<file path="src/rtl/mem_arb_pkg.sv">
// mem_arb_pkg: FSM state encoding and owner IDs shared by the memory arbiter files
package mem_arb_pkg;
  typedef enum logic [2:0] {IDLE, ISSUE, WAIT, CAPTURE, DONE} state_t;
  localparam logic OWNER_IF = 1'b0;
  localparam logic OWNER_DM = 1'b1;
endpackage

</file>
<file path="src/rtl/mem_arb_priority.sv">
// mem_arb_priority: IF/DM winner select with a saturating DM-over-IF starvation counter
module mem_arb_priority
  import mem_arb_pkg::*;
#(
  parameter int STARVE_MAX = 4
) (
  input  logic clk_i,
  input  logic rst_i,
  input  logic i_if_req,
  input  logic i_dm_req,
  input  logic i_idle,
  output logic o_grant,
  output logic o_owner
);
  localparam int SW = $clog2(STARVE_MAX + 1);
  logic [SW-1:0] r_starve_cnt;
  logic w_if_forced;
  assign w_if_forced = i_if_req && (r_starve_cnt == SW'(STARVE_MAX));
  assign o_owner = (i_dm_req && !w_if_forced) ? OWNER_DM : OWNER_IF;
  assign o_grant = i_idle && (i_if_req || i_dm_req);
  // a DM win with IF waiting implies the count is below STARVE_MAX, so +1 never wraps
  always_ff @(posedge clk_i) begin
    if (rst_i) r_starve_cnt <= '0;
    else if (o_grant) r_starve_cnt <= (o_owner == OWNER_IF) ? '0 : r_starve_cnt + SW'(i_if_req);
  end
endmodule

</file>
<file path="src/rtl/mem_arbiter.sv">
// mem_arbiter: shares one fixed-latency single-port memory between CPU instruction-fetch and data ports
module mem_arbiter
  import mem_arb_pkg::*;
#(
  parameter int ADDR_W      = 32,
  parameter int DATA_W      = 32,
  parameter int MEM_LATENCY = 2,
  parameter int STARVE_MAX  = 4
) (
  input  logic              clk_i,
  input  logic              rst_i,
  input  logic              if_req_i,
  input  logic [ADDR_W-1:0] if_addr_i,
  output logic [DATA_W-1:0] if_rdata_o,
  output logic              if_ack_o,
  input  logic              dm_req_i,
  input  logic              dm_we_i,
  input  logic [ADDR_W-1:0] dm_addr_i,
  input  logic [DATA_W-1:0] dm_wdata_i,
  output logic [DATA_W-1:0] dm_rdata_o,
  output logic              dm_ack_o,
  output logic              mem_en_o,
  output logic              mem_we_o,
  output logic [ADDR_W-1:0] mem_addr_o,
  output logic [DATA_W-1:0] mem_wdata_o,
  input  logic [DATA_W-1:0] mem_rdata_i,
  output logic              stall_o
);
  localparam int CW = $clog2(MEM_LATENCY + 1);
  state_t            r_state;
  logic [CW-1:0]     r_lat_cnt;
  logic              r_owner;
  logic              r_we;
  logic [ADDR_W-1:0] r_addr;
  logic [DATA_W-1:0] r_wdata;
  logic [DATA_W-1:0] r_if_rdata;
  logic [DATA_W-1:0] r_dm_rdata;
  logic              r_if_ack;
  logic              r_dm_ack;
  logic              w_grant;
  logic              w_owner;

  mem_arb_priority #(.STARVE_MAX(STARVE_MAX)) u_priority (
    .clk_i   (clk_i),
    .rst_i   (rst_i),
    .i_if_req(if_req_i),
    .i_dm_req(dm_req_i),
    .i_idle  (r_state == IDLE),
    .o_grant (w_grant),
    .o_owner (w_owner)
  );

  always_ff @(posedge clk_i) begin
    if (rst_i) begin
      r_state    <= IDLE;
      r_lat_cnt  <= '0;
      r_owner    <= OWNER_IF;
      r_we       <= 1'b0;
      r_addr     <= '0;
      r_wdata    <= '0;
      r_if_rdata <= '0;
      r_dm_rdata <= '0;
      r_if_ack   <= 1'b0;
      r_dm_ack   <= 1'b0;
    end else begin
      case (r_state)
        IDLE: if (w_grant) begin
          r_state <= ISSUE;
          r_owner <= w_owner;
          r_we    <= (w_owner == OWNER_DM) && dm_we_i;
          r_addr  <= (w_owner == OWNER_DM) ? dm_addr_i : if_addr_i;
          r_wdata <= (w_owner == OWNER_DM) ? dm_wdata_i : '0;
        end
        ISSUE: begin
          r_lat_cnt <= CW'(MEM_LATENCY - 1);
          r_state   <= (MEM_LATENCY == 1) ? CAPTURE : WAIT;
        end
        WAIT: begin
          r_lat_cnt <= r_lat_cnt - CW'(1);
          if (r_lat_cnt == CW'(1)) r_state <= CAPTURE;
        end
        CAPTURE: begin
          if (!r_we && r_owner == OWNER_IF) r_if_rdata <= mem_rdata_i;
          if (!r_we && r_owner == OWNER_DM) r_dm_rdata <= mem_rdata_i;
          r_if_ack <= (r_owner == OWNER_IF);
          r_dm_ack <= (r_owner == OWNER_DM);
          r_state  <= DONE;
        end
        DONE: begin
          r_if_ack <= 1'b0;
          r_dm_ack <= 1'b0;
          r_state  <= IDLE;
        end
        default: r_state <= IDLE;
      endcase
    end
  end

  assign mem_en_o    = (r_state == ISSUE);
  assign mem_we_o    = mem_en_o && r_we;
  assign mem_addr_o  = mem_en_o ? r_addr : '0;
  assign mem_wdata_o = mem_en_o ? r_wdata : '0;
  assign if_rdata_o  = r_if_rdata;
  assign dm_rdata_o  = r_dm_rdata;
  assign if_ack_o    = r_if_ack;
  assign dm_ack_o    = r_dm_ack;
  // low in the ack cycle so the CPU advances at the end of it
  assign stall_o     = (if_req_i && !r_if_ack) || (dm_req_i && !r_dm_ack);
endmodule

</file>
<file path="config.mk">
export PLATFORM = sky130hd
export DESIGN_NAME = mem_arbiter
export DESIGN_NICKNAME = d
export VERILOG_FILES = /design/src/rtl/mem_arb_pkg.sv /design/src/rtl/mem_arb_priority.sv /design/src/rtl/mem_arbiter.sv
export SDC_FILE = /design/constraint.sdc
export NUM_CORES = 1
export LEC_CHECK = 0
export CAP_MARGIN = 20
export CELL_PAD_IN_SITES_DETAIL_PLACEMENT = 1
export CELL_PAD_IN_SITES_GLOBAL_PLACEMENT = 1
export CORE_ASPECT_RATIO = 0.9
export CORE_MARGIN = 4
export CORE_UTILIZATION = 27
export CTS_CLUSTER_SIZE = 16
export DETAILED_ROUTE_END_ITERATION = 12
export GPL_TIMING_DRIVEN = 0
export PLACE_DENSITY = 0.82
export REMOVE_ABC_BUFFERS = 1
export SKIP_LAST_GASP = 1
export SLEW_MARGIN = 10
export SYNTH_ARGS = -nofsm -noshare
export SYNTH_HDL_FRONTEND = slang
export SYNTH_SLANG_ARGS = --single-unit
</file>
<file path="constraint.sdc">
create_clock -name clk_i -period 1.5 [get_ports clk_i]
set_clock_uncertainty 0.1 [all_clocks]
set_input_delay 0.225 -clock clk_i [delete_from_list [all_inputs] [get_ports clk_i]]
set_output_delay 0.225 -clock clk_i [all_outputs]
set_load 0.02 [all_outputs]
</file>
Word-level counts from Yosys, hierarchy flattened:

Cells that the tools add are included.

* add/sub/neg operators: 2
* $mul: 0
* div/mod/pow operators: 0
* $lt $le $gt $ge: 0
* equal/unequal tests: 8
* shift-type cells: 0
* muxes and demuxes: 12
* bitwise logic cells: 1
* reduce and logical (&&, ||, !) cells: 22

Operators with widths (number)
* $mux 32: 4
* $pmux 3 s4: 1
* $logic_and 1x1->1: 9
* $mux 3: 3
* $reduce_and 2->1: 4
* $eq 3x2->1 const B: 2
* $eq 3x3->1 const B: 2
* $logic_not 1->1: 4
* $ne 2x2->1 const B: 2
* $pmux 1 s2: 2
* $pmux 2 s2: 1
* $reduce_bool 2->1: 2
* $add 3x1->3: 1
* $eq 3x1->1 const B: 1
* $logic_not 3->1: 1
* $eq 2x1->1 const B: 1
* $logic_or 1x1->1: 2
* $sub 2x1->2 const B: 1
* $mux 1: 1
* $not 1->1: 1

* flip-flop bits (word level): 140
* latch bits: 0
* bits in writable memories: 0
* memory bits (read-only): 0
* input bits: 133
* output and inout bits: 133
* word-level logic and storage cells: 56
* memories: 0

Longest topological paths before layout:

Gate-level depths: netlist of run 1.

* depth in word-level cells: 6
* mapped depth: 6
* depth with buffers taken out: 5

Modules after synthesis:

Synthesis of run 1 repeated with hierarchy kept, for this count alone.

* cells, all modules: 675
* area, all modules: 5995.8 um2

Modules (own cells, without submodules)
* mem_arbiter: times used 1, cells an instance 655, area each 5813.1 um2
* mem_arb_priority: times used 1, cells an instance 20, area each 182.7 um2

Worst setup path before layout of run 1:

No wires, ideal clock.

* path kind: register to output
* start point: reg r_state[0]
* end point: out mem_addr_o[13]
* data arrival time: 1.345 ns
* setup slack: -0.170 ns
* stages on the path, launching flop included: 5
* buffers on the path: 2
* path through: dfxtp_1 -> nor3b_1 -> buf_1 -> clkbuf_1 -> and2_1

* word-level cells in the longest chain between the ends: 2

RTL lines
* from (decl): RTL line mem_arbiter.sv:30 `state_t r_state;`
* from (signal assigned): RTL line mem_arbiter.sv:76 `r_state <= (MEM_LATENCY == 1) ? CAPTURE : WAIT;`
* $eq 3x1->1: RTL line mem_arbiter.sv:99 `assign mem_en_o = (r_state == ISSUE);`
* $mux 32: RTL line mem_arbiter.sv:101 `assign mem_addr_o = mem_en_o ? r_addr : '0;`
* to (decl): RTL line mem_arbiter.sv:24 `output logic [ADDR_W-1:0] mem_addr_o,`

No other way between the ends.

Worst setup path after layout of run 1:

* start point: reg r_state[2]
* end point: out mem_wdata_o[21]

* word-level cells in the longest chain between the ends: 2

RTL lines
* $eq 3x1->1: RTL line mem_arbiter.sv:99
* $mux 32: RTL line mem_arbiter.sv:102 `assign mem_wdata_o = mem_en_o ? r_wdata : '0;`
* to (decl): RTL line mem_arbiter.sv:25 `output logic [DATA_W-1:0] mem_wdata_o,`

No other way between the ends.

==> results of run 1 <==
## kinds of logic after synthesis
family / count (synthesis) / synth area share [%]
simple gates: 224 / 20.9
mux: 1 / 0.158
fa+ha+maj: 3 / 0.592
flops: 140 / 44.2
compound gates: 309 / 27.2
buf+inv: 111 / 6.80
xor+xnor: 1 / 0.138
## power breakdown
part	switching [mW]	leakage, nW	total [mW]	internal (mW)
registers	0.249	1.14	4.26	4.01
clock network	2.00	0.287	4.41	2.40
logic	2.82	3.27	5.77	2.95
total	5.07	4.70	14.4	9.36
## registers in the layout (all words and copies together) (netlist names), 2 cells and up
name	flops
dm_rdata_o	32
if_rdata_o	32
r_addr	32
r_wdata	32
r_state	3
u_priority.r_starve_cnt	3
r_lat_cnt	2
## per-stage QoR
stage / power (mW) / instances
6_report: 14.4 / 1402
5_1_grt: 14.9 / 1402
4_1_cts: 13.6 / 1392
3_5_place_dp: 7.00 / 1271
3_3_place_gp: 6.14 / 1244
2_1_floorplan: 5.19 / 682
## worst max path at each step
stage | end | from | slack (ns) | cells past startpoint
global placement | r_addr[17] | r_state[0] | -8.85 | 3
CTS | mem_addr_o[26] | r_state[1] | -0.59 | 7
floorplan | u_priority.r_starve_cnt[2] | r_state[0] | -4.82 | 3
detailed placement | stall_o | dm_req_i | -1.41 | 4
finish | mem_wdata_o[21] | r_state[2] | -0.68 | 7
global route | mem_wdata_o[12] | r_state[2] | -0.75 | 7
## cells in the final DEF, fill, tap and decap left out, drive strengths merged, types with 3 or more instances in the layout
| cell | netlist | layout |
|---|---|---|
| dfxtp | 140 | 140 |
| clkdlybuf4s50 | 0 | 129 |
| nor2 | 5 | 6 |
| buf | 16 | 187 |
| a31oi | 32 | 32 |
| inv | 3 | 12 |
| clkdlybuf4s15 | 0 | 8 |
| ha | 3 | 3 |
| and2 | 66 | 66 |
| dlygate4sd2 | 0 | 50 |
| nand4bb | 2 | 3 |
| nor3 | 5 | 5 |
| a21oi | 104 | 104 |
| or2 | 2 | 3 |
| nand2b | 3 | 3 |
| o21ai | 136 | 136 |
| nand4 | 67 | 67 |
| or3 | 1 | 4 |
| clkinv | 1 | 3 |
| nand3 | 65 | 65 |
| o2111ai | 32 | 32 |
| clkbuf | 91 | 28 |
## layer usage
| layer | GRT usage (%) | vias to the layer above |
|---|---|---|
| met5 | 0 | - |
| met4 | 7.59 | 0 |
| met3 | 6.77 | 76 |
| met2 | 46.4 | 363 |
| met1 | 29.9 | 4125 |
| li1 | - | 3585 |
## worst register-to-register path, cell delays in order, from the launching register on
cell and delay [ns]:
dfxtp_4 0.37, buf_6 0.13, buf_12 0.12, nor4bb_4 0.32
buf_6 0.16, buf_12 0.11, buf_12 0.13, buf_12 0.16
nand3_4 0.09, a21oi_2 0.17
## layout make-up
cell class	instances	share of cell area [%]
Multi-Input combinational cell	544	35.8
Sequential cell	140	21.5
Clock buffer	18	3.34
Clock inverter	14	1.16
Timing Repair Buffer	385	35.2
Inverter	4	0.209
Tap cell	297	2.83
## repair_timing
item,CTS,global route
setup buffers,59,23
endpoints found under the setup margin,269,220
resized for setup,717,347
hold endpoints to repair,0,0
gates cloned,30,1
pin swaps,154,157
==> reports/results.ini, run 1 <==
[run_status]
status = finished, violations left
failed_checks = setup timing

[worst_setup_path]
worstSetupPathType = reg2out
critPathLaunchType = flip-flop
crit_slowest_cell = dfxtp_4
cp_max_fo = 4
reg2reg_from = r_state[2]
critical_path.max_stage_delay_ns = 0.37
crit_chain = nor3b_4 -> buf_6 -> buf_12 -> buf_12 -> buf_6 -> and2_4 -> buf_6
rr_worst_depth = 9
reg2reg_to = dm_rdata_o[27]
crit_buf_inv = 5
rrSetupSlack_ns = -0.44
worstPathArrival_ns = 1.86
path_delay_family = buffers and inverters
cpMostUsedCell = buf_6
critical_path_required_ns = 1.17
critPathCaptureType = output port

[detailed_routing]
first_pass_iters = 5
vias = 8149
wl_met1_mm = 14.7
wl_mm = 38.7
wl_per_cell_um = 27.6
routed.top_layer = met4
wl_met3_mm = 2.70
drtIter0Drc = 494
drc = 0
ant_nets = 0
wl_met2_mm = 20.2
viasPerCell = 5.81

[place]
dp_hpwl_mm = 18.1
preCtsSetupSlack_ns = -1.41
placed_area_um2 = 9400
io_buffers = 265
gp_congestion = 0.783

[layout]
fillers = 2368
num_antenna_cells = 0
drive_gt1_share_pct = 46.0
area_growth_syn_to_layout_pct = 107
seqCellArea_um2 = 2820
fin_area_um2 = 13100
nNetsFinal = 1228
multi_input_area_um2 = 4710
fin_util_pct = 57.7

[die]
rows = 52
die_x_um = 170
core_um2 = 22800
die_area_um2 = 26000
boundaryPins = 266
die_h_um = 153
start_util_pct = 27.9

[timing]
final.setup.worst_slack_ns = -0.685
whs_ns = 0.135
hold_viol = 0
finalSetupViolations = 204
fmax_ghz = 0.458
drv_slew = 0
relSlewSlack_pct = 47.5
period_share_pct = 146
rsz0062_at_grt = yes
tightest_slew_ns = 0.787
tns_ns = -84.85
fin_crit_ns = 2.18

[synth]
yosys-top-cells-count = dfxtp_1, o21ai_0, a21oi_1
postSynthAreaPerCell_um2 = 8.04
synthFlopType = dfxtp_1
synth_top_area_share_pct = 44.2
syn_inst = 789
ys.warnings.count = 0
synth.area.top_cells = dfxtp_1, o21ai_0, a21oi_1
yosysMostFrequentCell = dfxtp_1
syn_area_um2 = 6340
ys_seq_area_share_pct = 44.2
synth_top_area_cell = dfxtp_1
synthArstFlopShare_pct = 0
ys_ff_latch = 140
netlist-cell-type-count = 36
synth-edff-count = 0

[hold_path]
hold_path.class = in2reg
hold_start = dm_req_i
hold_end = r_wdata[27]
whs_path_depth = 3

[pwr]
power.leakage_nw = 4.70
vdd_ir_drop_max_uv = 659
power_density_nw_per_um2 = 1100

[clock_network]
clk_path_buf_depth = 2
cts_buffers = 17
cts-htree-levels = 4
cts.hold.buffers_added = 0
clk_pin_slew_ns = 0.08
clock_latency_ns = 0.43
clock-sinks = 140
cts_tree = built
root_buffer = clkbuf_16

[global_route]
antenna_found_initial = 0
grt_max_degree = 76
grt_pass1_vias = 8394
grt.total_usage_pct = 25.8
overflow = 0
grt_pass1_wl_mm = 52.0

[run]
max_cap_viol_count = 0

Power figures use the tool's default switching activity.
==> run 2, diff against run 1 <==
--- a/config.mk
+++ b/config.mk
@@ -20,4 +20,5 @@
 export SLEW_MARGIN = 10
 export SYNTH_ARGS = -nofsm -noshare
 export SYNTH_HDL_FRONTEND = slang
+export SYNTH_HIERARCHICAL = 1
 export SYNTH_SLANG_ARGS = --single-unit
==> constraint.sdc (replaced) <==
create_clock -name clk_i -period 1.5 [get_ports clk_i]
set_clock_uncertainty 0.1 [all_clocks]
set_input_delay 0.225 -clock clk_i [delete_from_list [all_inputs] [get_ports clk_i]]
set_output_delay 0.225 -clock clk_i [all_outputs]
set_load 0.005 [all_outputs]
==> run 2 against run 1 <==
  * The run still ends with setup timing left
  * Count of clock-buffer cells in the layout increased by 2
  * Synthesized area decreased by 5.5%
  * Fmax increased by 1.8%
  * Sequential share of layout area increased by 2.4 points
  * Critical path type is now reg2reg
  * Critical endpoint is now r_addr[26]
  * Largest power group unchanged
==> reports/results.ini, run 2 <==
[global_route]
overflow = 0
grt_pass1_wl_mm = 39.9
antenna_found_initial = 2
grt.total_usage_pct = 21.1
grt_pass1_vias = 6795
grt_max_degree = 81

[timing]
tightest_slew_ns = 0.499
relSlewSlack_pct = 66.8
final.setup.worst_slack_ns = -0.646
finalSetupViolations = 198
hold_viol = 0
rsz0062_at_grt = yes
fin_crit_ns = 2.15
period_share_pct = 143
whs_ns = 0.278
fmax_ghz = 0.466
drv_slew = 0

[run_status]
failed_checks = setup timing
status = finished, violations left

[detailed_routing]
first_pass_iters = 4
drc = 0
vias = 6346
wl_per_cell_um = 21.3
viasPerCell = 4.83
drtIter0Drc = 299
wl_mm = 28.0
ant_nets = 0

[clock_network]
root_buffer = clkbuf_16
cts-htree-levels = 4
clock_latency_ns = 0.41
clk_path_buf_depth = 2
clock-sinks = 140
clk_pin_slew_ns = 0.06
cts_tree = built
cts_buffers = 17

[synth]
synth.area.top_cells = dfxtp_1, mux2i_1, nand2_1
synth_top_area_share_pct = 46.7
syn_area_um2 = 6000
synth_xor_area_share_pct = 0.292
synth_compound_area_share_pct = 8.74
synthFlopType = dfxtp_1
synth_top_family_by_area = simple AND/OR/NAND/NOR gates
netlist-cell-type-count = 36
yosysMostFrequentCell = dfxtp_1
yosys-top-cells-count = dfxtp_1, nand2_1, mux2i_1
ys.warnings.count = 6
postSynthAreaPerCell_um2 = 8.88
syn_inst = 675
synth-edff-count = 0
synth-simple-area-share_pct = 22.2
synth_top_area_cell = dfxtp_1
synthAdderAreaFrac_pct = 0.626
ys_seq_area_share_pct = 46.7
muxShareOfSynthArea_pct = 16.5
synthArstFlopShare_pct = 0
ys_ff_latch = 140

[die]
die_h_um = 149
die_area_um2 = 24700
die_x_um = 165
boundaryPins = 266
rows = 51
core_um2 = 21800
start_util_pct = 27.6

[worst_setup_path]
worstSetupPathType = reg2reg
cp_max_fo = 7
crit_slowest_cell = dfxtp_4
crit_chain = nor3_4 -> o21ai_2 -> inv_2 -> nor4b_4 -> buf_6 -> buf_12 -> buf_12 -> buf_4 -> buf_12 -> nor2_1 -> a211oi_1
critical_path_required_ns = 1.72
reg2reg_to = r_addr[26]
cp-startpoint = r_state[1]
critPathCaptureType = flip-flop
rrSetupSlack_ns = -0.65
critPathLaunchType = flip-flop
worstPathArrival_ns = 2.37
critical_path.max_stage_delay_ns = 0.37
reg2reg_from = r_state[1]
rr_worst_depth = 11
cpMostUsedCell = buf_12
critPathCapture = r_addr[26]

[place]
io_buffers = 265
dp_hpwl_mm = 15.0
placed_area_um2 = 9050
gp_congestion = 0.720

[layout]
drive_gt1_share_pct = 41.5
nNetsFinal = 1146
mostFrequentLayoutCell = dfxtp_1
fin_area_um2 = 11800
area_growth_syn_to_layout_pct = 97.2
layout_common_cells = dfxtp_1, clkdlybuf4s50_1, nand2_1

[hold_path]
hold_path.class = in2reg

[run]
max_cap_viol_count = 0

[pwr]
vdd_ir_drop_max_uv = 772
power_density_nw_per_um2 = 1600
power.leakage_nw = 5.08

-- run 2: cell count changes after synthesis, moves of 31 or more --
cell / previous run / this run
o2111ai_1: 32 / 0
a31oi_1: 32 / 1
o21ai_0: 134 / 4
mux2i_1: 1 / 99
nand2_1: 1 / 131
nor2_1: 5 / 40
clkbuf_1: 91 / 35
nand4_1: 67 / 0
nand3_1: 65 / 33
a211oi_1: 0 / 33
a21oi_1: 104 / 38
-- run 2: logic make-up (layout without fill, tap and decap cells) --
| family | count (synthesis) | count (layout) |
|---|---|---|
| fa+ha+maj | 3 | 3 |
| flops | 140 | 140 |
| simple gates | 283 | 288 |
| buf+inv | 65 | 408 |
| compound gates | 83 | 83 |
| xor+xnor | 2 | 2 |
| mux | 99 | 99 |
| other cells | 0 | 1 |
-- run 2: critical path: cells and delay by family, from the launching register on --
kind,cells,cell delay [ns]
compound gates,2,0.27
simple gates,3,0.57
flops,1,0.37
buf+inv,6,0.72
-- run 2: how the worst min path moves through the flow --
stage / start / end / slack [ns] / cells past startpoint
floorplan: rst_i / r_lat_cnt[1] / 0.19 / 1
detailed placement: r_wdata[19] / r_wdata[19] / 0.34 / 2
CTS: rst_i / r_wdata[11] / 0.25 / 3
finish: rst_i / r_wdata[30] / 0.28 / 3
global placement: r_wdata[19] / r_wdata[19] / 0.33 / 2
global route: dm_wdata_i[2] / r_wdata[2] / 0.27 / 3
-- run 2: cell type report --
class	count	area, um^2
diodes	1	2.50
clock buffers	20	457
clock inverters	12	138
fillers	2330	9930
inverters	8	35.0
multi-input cells	475	3870
flip-flops and latches	140	2820
well taps	291	364
repair buffers	368	4140
-- run 2: report_power, final --
part           total (mW)  internal [mW]  switching [mW]
Sequential           5.02           4.44           0.587
Combinational        9.57           5.20            4.36
Clock                4.31           2.55            1.76
Total                18.9           12.2            6.71
-- run 2: stage by stage --
step                      setup TNS, ns  power [mW]  setup WS [ns]  std cells  util (%)
after floorplan                 -356.24        6.35          -2.33        618         -
after global placement          -898.32        7.01          -5.62       1174      40.2
after detailed placement        -199.00        9.13          -1.62       1192      41.6
after CTS                        -80.12        17.9         -0.597       1297      51.2
after global routing            -101.88        19.8         -0.713       1315      54.3
final                            -89.55        18.9         -0.646       1315      54.3
-- run 2: repair_timing --
action                                  4_1_cts  5_1_grt
resized for setup                           593      156
buffers inserted                             55       27
gates cloned                                 17        4
endpoints found under the hold margin         4        0
pin swaps                                   106       45
hold buffers                                  1        0
endpoints found under the setup margin      268      198
-- run 2: metal layers --
layer	vias to the layer above	global-route usage [%]	routed length [um]	part of all wire (%)
met4	2	6.78	634	2.3
li1	2974	-	-	-
met5	-	0	13	0.047
met2	177	38.3	15100	54
met1	3145	24.6	10800	39
met3	48	4.75	1350	4.8
==> run 3, diff against run 2 <==
--- a/config.mk
+++ b/config.mk
@@ -5,6 +5,7 @@
 export SDC_FILE = /design/constraint.sdc
 export NUM_CORES = 1
 export LEC_CHECK = 0
+export ABC_AREA = 1
 export CAP_MARGIN = 20
 export CELL_PAD_IN_SITES_DETAIL_PLACEMENT = 1
 export CELL_PAD_IN_SITES_GLOBAL_PLACEMENT = 1
@@ -14,10 +15,9 @@
 export CTS_CLUSTER_SIZE = 16
 export DETAILED_ROUTE_END_ITERATION = 12
 export GPL_TIMING_DRIVEN = 0
-export PLACE_DENSITY = 0.82
+export PLACE_DENSITY = 0.84
 export REMOVE_ABC_BUFFERS = 1
 export SKIP_LAST_GASP = 1
-export SLEW_MARGIN = 10
 export SYNTH_ARGS = -nofsm -noshare
 export SYNTH_HDL_FRONTEND = slang
 export SYNTH_HIERARCHICAL = 1
==> run 3 against run 2 <==
  * The run still ends with setup timing left
  * Critical path depth is 5 lower
  * Largest cell class is now multi-input combinational cells
  * Non-clock buffer count is 40 lower
  * Via count is 28% higher
==> reports/results.ini, run 3 <==
[layout]
layout_common_cells = nand2_1, clkdlybuf4s50_1, inv_1
drive_gt1_share_pct = 18.2
fin_util_pct = 46.2
num_antenna_cells = 0
fillers = 3159
final_cells = 1742
mostFrequentLayoutCell = nand2_1
nNetsFinal = 1523
area_growth_syn_to_layout_pct = 68.6

[worst_setup_path]
crit_slowest_cell = dfxtp_4
worstPathArrival_ns = 1.52
reg2reg_to = r_addr[24]
path_depth = 6
cp_max_fo = 8
critPathCaptureType = output port
rr_worst_depth = 11
rrSetupSlack_ns = -0.31
critPathLaunchType = flip-flop
worstSetupPathType = reg2out
path_delay_family = buffers and inverters
crit_chain = inv_8 -> buf_4 -> nand3_4 -> buf_16 -> nor2_2 -> buf_2
critical_path.max_stage_delay_ns = 0.38
crit_buf_inv = 4
reg2reg_from = r_state[2]
critical_path_required_ns = 1.17

[synth]
netlist-cell-type-count = 20
synth.area.top_cells = dfxtp_1, nand2_1, nor2_1
yosysMostFrequentCell = nand2_1
syn_inst = 1105
synthFlopType = dfxtp_1
ys_seq_area_share_pct = 40.6
ys.warnings.count = 6
ys_ff_latch = 140
postSynthAreaPerCell_um2 = 6.25
synth_top_area_cell = dfxtp_1
synthArstFlopShare_pct = 0
synth_top_area_share_pct = 40.6
synth-edff-count = 0
syn_area_um2 = 6900
yosys-top-cells-count = nand2_1, nor2_1, inv_1

[hold_path]
hold_start = rst_i
hold_path.class = in2reg
hold_end = r_state[2]
whs_path_depth = 2

[die]
die_area_um2 = 28200
die_h_um = 160
rows = 55
die_x_um = 177
core_um2 = 25200
boundaryPins = 266
start_util_pct = 27.4

[pwr]
vdd_ir_drop_max_uv = 629
finalPower_mw = 18.5
power.leakage_nw = 5.20
power_density_nw_per_um2 = 1590

[run_status]
status = finished, violations left
failed_checks = setup timing

[clock_network]
root_buffer = clkbuf_16
clock_latency_ns = 0.42
clock-sinks = 140
clk_path_buf_depth = 2
cts_buffers = 17
cts-htree-levels = 4
clk_pin_slew_ns = 0.07
cts.hold.buffers_added = 0
cts_tree = built

[timing]
drv_slew = 0
period_share_pct = 123
tightest_slew_ns = 0.857
final.setup.worst_slack_ns = -0.350
fmax_ghz = 0.541
fin_crit_ns = 1.85
finalSetupViolations = 269
relSlewSlack_pct = 42.9
hold_viol = 0
tns_ns = -55.62
rsz0062_at_grt = yes

[detailed_routing]
ant_nets = 0
drtIter0Drc = 333
vias = 8092
viasPerCell = 4.65
drc = 0
wl_per_cell_um = 18.0
first_pass_iters = 4
wl_mm = 31.4

[place]
io_buffers = 265
dp_cells = 1638
dp_hpwl_mm = 16.5
gp_congestion = 0.764

[global_route]
grt_pass1_vias = 7976
overflow = 0
grt_pass1_wl_mm = 44.3
antenna_found_initial = 2
grt_max_degree = 99
grt.total_usage_pct = 19.5

[run]
max_cap_viol_count = 0

[run 3: cell types whose count changed after synthesis, moves of 20 or more]
cell	delta
mux2i_1	-99
nand2_1	+113
nand3_1	+42
buf_2	+20
nand4_1	+35
inv_1	+167
o21ai_0	+28
and2_1	-66
a21oi_1	+64
a211oi_1	-33
nor2_1	+163
[run 3: layout make-up]
type | count | area, um^2 | share of cell area (%)
Timing Repair inverter | 7 | 97.6 | 0.839
Inverter | 182 | 768 | 6.60
Timing Repair Buffer | 328 | 3410 | 29.3
Tap cell | 342 | 428 | 3.68
Multi-Input combinational cell | 711 | 3510 | 30.2
Sequential cell | 140 | 2820 | 24.2
Clock buffer | 19 | 433 | 3.72
Clock inverter | 13 | 165 | 1.42
[run 3: layer usage]
| layer | track usage (%) | up-vias | part of all wire [%] | routed length, um |
|---|---|---|---|---|
| met3 | 3.93 | 38 | 4.3 | 1350 |
| met5 | 0 | - | 0.086 | 27 |
| met1 | 23.9 | 3878 | 43 | 13400 |
| met2 | 34.2 | 205 | 51 | 16000 |
| li1 | - | 3967 | - | - |
| met4 | 6.43 | 4 | 1.9 | 599 |
[run 3: through the flow]
stage / hold slack (ns) / worst slack [ns] / instance area (um^2)
2_1_floorplan: 0.194 / -2.15 / 6530
3_3_place_gp: 0.348 / -4.27 / 9610
3_5_place_dp: 0.359 / -1.90 / 9810
4_1_cts: 0.291 / -0.357 / 11000
5_1_grt: 0.342 / -0.405 / 11600
6_report: 0.299 / -0.350 / 11600
[run 3: worst max-delay path by stage]
stage | from | endpoint | slack (ns)
after floorplan | r_state[2] | r_addr[0] | -2.15
after global placement | r_state[2] | r_addr[18] | -4.27
after detailed placement | r_state[1] | r_wdata[14] | -1.90
after CTS | r_state[0] | mem_addr_o[29] | -0.36
after global routing | r_state[2] | r_addr[17] | -0.40
final | r_state[2] | mem_addr_o[5] | -0.35
[run 3: cells by family (layout without fill, tap and decap cells)]
family,after synthesis,in the layout,share of synthesized area [%]
buffers and inverters,262,549,15.2
AND/OR/NAND/NOR,565,573,33.8
flip-flops,140,140,40.6
AO/OA/AOI/OAI,135,135,9.81
adder cells (fa/ha/maj),3,3,0.544
[run 3: power breakdown]
group | switching, mW | internal [mW]
combinational | 5.22 | 3.85
sequential | 0.427 | 4.56
clock | 1.77 | 2.63
[run 3: repair_timing]
action	in CTS	in global routing
pin swaps	6	14
gates cloned	13	15
buffers inserted	33	13
endpoints found under the setup margin	272	270
resized for setup	319	117
